### config.mk
export PLATFORM = sky130hd
export DESIGN_NAME = req_gnt_arbiter
export DESIGN_NICKNAME = d
export VERILOG_FILES = /design/src/rtl/req_gnt_arbiter.sv
export SDC_FILE = /design/constraint.sdc
export NUM_CORES = 1
export LEC_CHECK = 0
export ABC_AREA = 1
export ABC_CLOCK_PERIOD_IN_PS = 1550
export CORE_MARGIN = 2
export CORE_UTILIZATION = 51
export CTS_BUF_LIST = sky130_fd_sc_hd__clkbuf_4 sky130_fd_sc_hd__clkbuf_8
export DETAILED_ROUTE_END_ITERATION = 8
export GPL_TIMING_DRIVEN = 0
export PLACE_DENSITY = 0.79
export SLEW_MARGIN = 20
export SYNTH_ARGS = -nofsm -noshare
export SYNTH_HDL_FRONTEND = slang
export SYNTH_SLANG_ARGS = --single-unit
### constraint.sdc
create_clock -name clk_i -period 1.55 [get_ports clk_i]
set_input_delay 0.2325 -clock clk_i [delete_from_list [all_inputs] [get_ports clk_i]]
set_output_delay 0.2325 -clock clk_i [all_outputs]
set_load 0.05 [all_outputs]
### src/rtl/req_gnt_arbiter.sv
// Round-robin front end for a single req/gnt grant block: latches one client,
// requests downstream, forwards the grant for a bounded tenure, flags timeouts and lost grants.
//   state     | meaning
//   S_IDLE    | no request outstanding, arbitrating client requests
//   S_REQ     | req driven, waiting for gnt (bounded by TIMEOUT)
//   S_GRANT   | gnt held, winning client owns the grant
//   S_RELEASE | req dropped, waiting for downstream gnt to fall
module req_gnt_arbiter #(
  parameter int N_CLIENTS = 4,
  parameter int MAX_HOLD  = 8,
  parameter int TIMEOUT   = 15,
  parameter int CNT_W     = 16
) (
  input  logic                 clk_i,
  input  logic                 rst_i,
  input  logic [N_CLIENTS-1:0] client_req_i,
  output logic [N_CLIENTS-1:0] client_gnt_o,
  output logic                 req_o,
  input  logic                 gnt_i,
  output logic                 busy_o,
  output logic                 timeout_o,
  output logic                 gnt_lost_o,
  output logic [CNT_W-1:0]     grant_count_o
);

  localparam int SEL_W  = $clog2(N_CLIENTS);
  localparam int WAIT_W = $clog2(TIMEOUT + 1);
  localparam int HOLD_W = $clog2(MAX_HOLD + 1);

  localparam logic [SEL_W-1:0]  SEL_LAST  = SEL_W'(N_CLIENTS - 1);
  localparam logic [WAIT_W-1:0] WAIT_LAST = WAIT_W'(TIMEOUT - 1);
  localparam logic [HOLD_W-1:0] HOLD_LAST = HOLD_W'(MAX_HOLD - 1);
  localparam logic [SEL_W:0]    N_WIDE    = (SEL_W + 1)'(N_CLIENTS);

  typedef enum logic [1:0] {S_IDLE, S_REQ, S_GRANT, S_RELEASE} state_e;

  state_e             state_q, state_d;
  logic [SEL_W-1:0]   sel_q, sel_d;
  logic [SEL_W-1:0]   ptr_q, ptr_d;
  logic [WAIT_W-1:0]  wait_q, wait_d;
  logic [HOLD_W-1:0]  hold_q, hold_d;
  logic [CNT_W-1:0]   cnt_q, cnt_d;
  logic               timeout_q, timeout_d;
  logic               lost_q, lost_d;

  logic               pick_found;
  logic [SEL_W-1:0]   pick_idx;
  logic [SEL_W-1:0]   sel_next;

  // First requesting client at or after ptr_q, wrapping past N_CLIENTS-1 back to 0.
  always_comb begin : rr_pick
    logic [SEL_W:0] sum;
    pick_found = 1'b0;
    pick_idx   = '0;
    sum        = '0;
    for (int k = 0; k < N_CLIENTS; k++) begin
      sum = {1'b0, ptr_q} + (SEL_W + 1)'(k);
      if (sum >= N_WIDE) sum = sum - N_WIDE;
      if (!pick_found && client_req_i[sum[SEL_W-1:0]]) begin
        pick_found = 1'b1;
        pick_idx   = sum[SEL_W-1:0];
      end
    end
  end

  assign sel_next = (sel_q == SEL_LAST) ? '0 : sel_q + 1'b1;

  always_ff @(posedge clk_i) begin
    if (rst_i) begin
      state_q   <= S_IDLE;
      sel_q     <= '0;
      ptr_q     <= '0;
      wait_q    <= '0;
      hold_q    <= '0;
      cnt_q     <= '0;
      timeout_q <= 1'b0;
      lost_q    <= 1'b0;
    end else begin
      state_q   <= state_d;
      sel_q     <= sel_d;
      ptr_q     <= ptr_d;
      wait_q    <= wait_d;
      hold_q    <= hold_d;
      cnt_q     <= cnt_d;
      timeout_q <= timeout_d;
      lost_q    <= lost_d;
    end
  end

  always_comb begin
    state_d   = state_q;
    sel_d     = sel_q;
    ptr_d     = ptr_q;
    wait_d    = wait_q;
    hold_d    = hold_q;
    cnt_d     = cnt_q;
    timeout_d = 1'b0;
    lost_d    = 1'b0;
    case (state_q)
      S_IDLE: begin
        if (pick_found) begin
          sel_d   = pick_idx;
          wait_d  = '0;
          state_d = S_REQ;
        end
      end
      S_REQ: begin
        if (gnt_i) begin
          hold_d  = '0;
          state_d = S_GRANT;
          if (!(&cnt_q)) cnt_d = cnt_q + 1'b1;
        end else if (wait_q == WAIT_LAST) begin
          timeout_d = 1'b1;
          ptr_d     = sel_next;
          state_d   = S_RELEASE;
        end else begin
          wait_d = wait_q + 1'b1;
        end
      end
      S_GRANT: begin
        if (!gnt_i) begin
          lost_d  = 1'b1;
          ptr_d   = sel_next;
          state_d = S_RELEASE;
        end else if (!client_req_i[sel_q] || (hold_q == HOLD_LAST)) begin
          ptr_d   = sel_next;
          state_d = S_RELEASE;
        end else begin
          hold_d = hold_q + 1'b1;
        end
      end
      S_RELEASE: begin
        if (!gnt_i) state_d = S_IDLE;
      end
      default: state_d = S_IDLE;
    endcase
  end

  always_comb begin
    req_o         = (state_q == S_REQ) || (state_q == S_GRANT);
    busy_o        = (state_q != S_IDLE);
    client_gnt_o  = '0;
    if (state_q == S_GRANT) client_gnt_o[sel_q] = 1'b1;
    timeout_o     = timeout_q;
    gnt_lost_o    = lost_q;
    grant_count_o = cnt_q;
  end

endmodule

==> metrics <==
status=complete, but fails checks; failing checks=negative setup slack; syn nets=between 300 and 400; FF+latch area=approximately 670 um2; H-tree levels=2; Final Cycle Share=1.00; cell with the most instances after synthesis=nand2_1; CP Launch Type=register; Netlist cell types=32; post-synthesis sequential area ratio=0.300; Setup Viol. Count Final=1; gr ovfl total=0; Top Ports=31; hpwl dp=3.56 mm; drt first pass iters=4; Critical Path RT=1710 ps; clk root buf=clkbuf_8; final count of hold timing violations=0; RSZ-0062 raised after global routing=yes; Horiz. Die Dim=about 69 um; Avg Cell Area, Syn=around 6.8 um2; max-slew violations=0; proportion of layout cells with a drive suffix above 1=0.286; Placer Congestion=between 0.9 and 1; CTS Sinks=32; Slowest-stage cell, CP=dfxtp_2; I/O Buffers=29; diode count=0; static leakage=between 1 and 1.5 nW; fin crit period=between 1500 and 2000 ps; DRC=0; total power=approximately 4.3 mW; clk_skew=about 7.9 ps; DR WL/cell=approximately 12 um; initial antenna violation count=0; Worst IR Drop VDD=1510 uV; PD cells=approximately 1500 nW/um2; NumNets Final=roughly 390; worst-margin pin slew=499 ps; number of synthesized flops with an enable pin=0; FFs w/ async S/R, synth=0; critical path class=register to register; GRT Total Usage=0.228; Core Box Area=slightly above 4000 um2; via/cell ratio=~5; max-cap viol count=0; cts bufs inserted=5; relative slew slack=0.669; area occupied by multi-input gates=between 1500 and 2000 um2; area share of the largest cell type after synthesis=0.300; commonest cells in the netlist=nand2_1 (99), dfxtp_1 (32), nor2_1 (31); Crit path max-delay family=simple AND/OR/NAND/NOR gates; maximum number of pins on one net before global-route repair=11; area delta synth->final=35.2%; Primary FF master, synth=dfxtp_1; Starting DRT DRC Count=200; global-route wire length before repair=roughly 8.0 mm; final-layout fill cell count=333; dpl ws=-429 ps; clk_lat worst skew=290 ps; Setup crit end kind=register; Die Y=68.8 um; row count=23; slowest stage delay, CP=between 300 and 400 ps; routed wire length=between 5 and 6 mm; Antenna Nets Post-Route=0; YS warnings=0; vias in the first global route=around 1900; WP buf/inv=2; dominant cell type by area after synthesis=dfxtp_1; worst min path class=primary input to register; Crit path top cell by count=nand2_4; synthesized flop and latch total=32; Clock transition at path regs=70 ps; CTS tree=yes; Die ar.=approximately 4700 um2; synth top area cells=dfxtp_1 (30%), nand2_1 (17%), ha_1 (7.0%); Max Freq=0.643 GHz; Post-Synthesis Cells=between 300 and 400; worst-path maximum fanout=7; Initial Utilization=0.531; CP cell instances=buf_6 -> inv_8 -> nand2_4 -> nand2_4 -> nand2_4 -> nand2_4 -> nor2_8 -> nand4_4 -> nand2_4 -> nand2_2 -> nand2_1 -> nor2_1; setup slack after layout=-6.13 ps; CTS Buffer Depth=2; mapped cell area=between 2000 and 2500 um2; worst endpoint data arrival time=~1700 ps; vias=around 2100
logic make-up (layout without fill, tap and decap cells):
family          after synthesis  after routing  synth area share
flops                        32             32             0.300
simple gates                185            185             0.404
fa+ha+maj                    12             12            0.0702
buf+inv                      38             92            0.0796
xor+xnor                     15             15            0.0614
compound gates               34             34            0.0848
power by group:
group	switching (mW)	total [mW]	internal [mW]
logic	1.57	2.56	0.984
registers	0.164	1.13	0.967
clock network	0.329	0.634	0.305
total	2.06	4.32	2.26
final timing paths:
path                                       start               end  slack (ps)  cells past startpoint
worst min-delay path                       rst_i         wait_q[2]         360                      2
worst max register to register          ptr_q[0]         wait_q[1]          -6                     12
worst max-delay path                    ptr_q[0]         wait_q[1]          -6                     12
worst min register to register  grant_count_o[0]  grant_count_o[0]         480                      1
metrics by stage:
| step | cells | area (um2) | hold slack, ps | utilization | TNS (ps) |
|---|---|---|---|---|---|
| floorplan | 316 | 2190 | 312 | - | 0 |
| global placement | 395 | 2540 | 467 | 0.630 | -4640 |
| detailed placement | 395 | 2540 | 471 | 0.630 | -5430 |
| CTS | 405 | 2640 | 364 | 0.654 | 0 |
| global route | 420 | 2890 | 376 | 0.718 | -438 |
| finish | 420 | 2890 | 361 | 0.718 | -6.13 |
flip-flops by register name (all words and copies together) (netlist names):
signal / flops
timeout_o: 1
grant_count_o: 16
hold_q: 4
gnt_lost_o: 1
ptr_q: 2
sel_q: 2
state_q: 2
wait_q: 4
cell type report:
class                           count  area share
Buffer                              6      0.0156
Tap cell                           50      0.0216
Clock inverter                      3     0.00476
Clock buffer                        5      0.0238
Timing Repair Buffer               46       0.134
Multi-Input combinational cell    246       0.523
Sequential cell                    32       0.233
Inverter                           32      0.0450
per-layer routing:
metal  up-vias  wire (um)  GRT usage
li1       1119          -          -
met1       973       2350      0.276
met2        42       2580      0.383
met3         4        240     0.0682
met4         0         53     0.0760
met5         -          0          0
cell usage in the layout, fill, tap and decap left out, drive strengths merged:
cell           instances
nor3                   6
or2                    2
nand2                109
clkdlybuf4s50          3
nand3b                 1
clkinv                 3
clkbuf                 8
buf                   26
dlymetal6s2s           2
nor2                  34
nor4                   1
dlygate4sd2           18
ha                    12
nand3                 26
o22ai                  1
o211ai                 1
dfxtp                 32
a21oi                 24
inv                   32
o21ai                  8
xor2                   8
nand4                  6
xnor2                  7
what timing repair did:
action	4_1_cts	5_1_grt
cloned	0	1
resized for setup	67	43
pin swaps	2	14
setup buffers	2	14
endpoints found under the setup margin	46	25
hold buffers	0	0
Note: power is estimated with default switching activity, not from simulation.
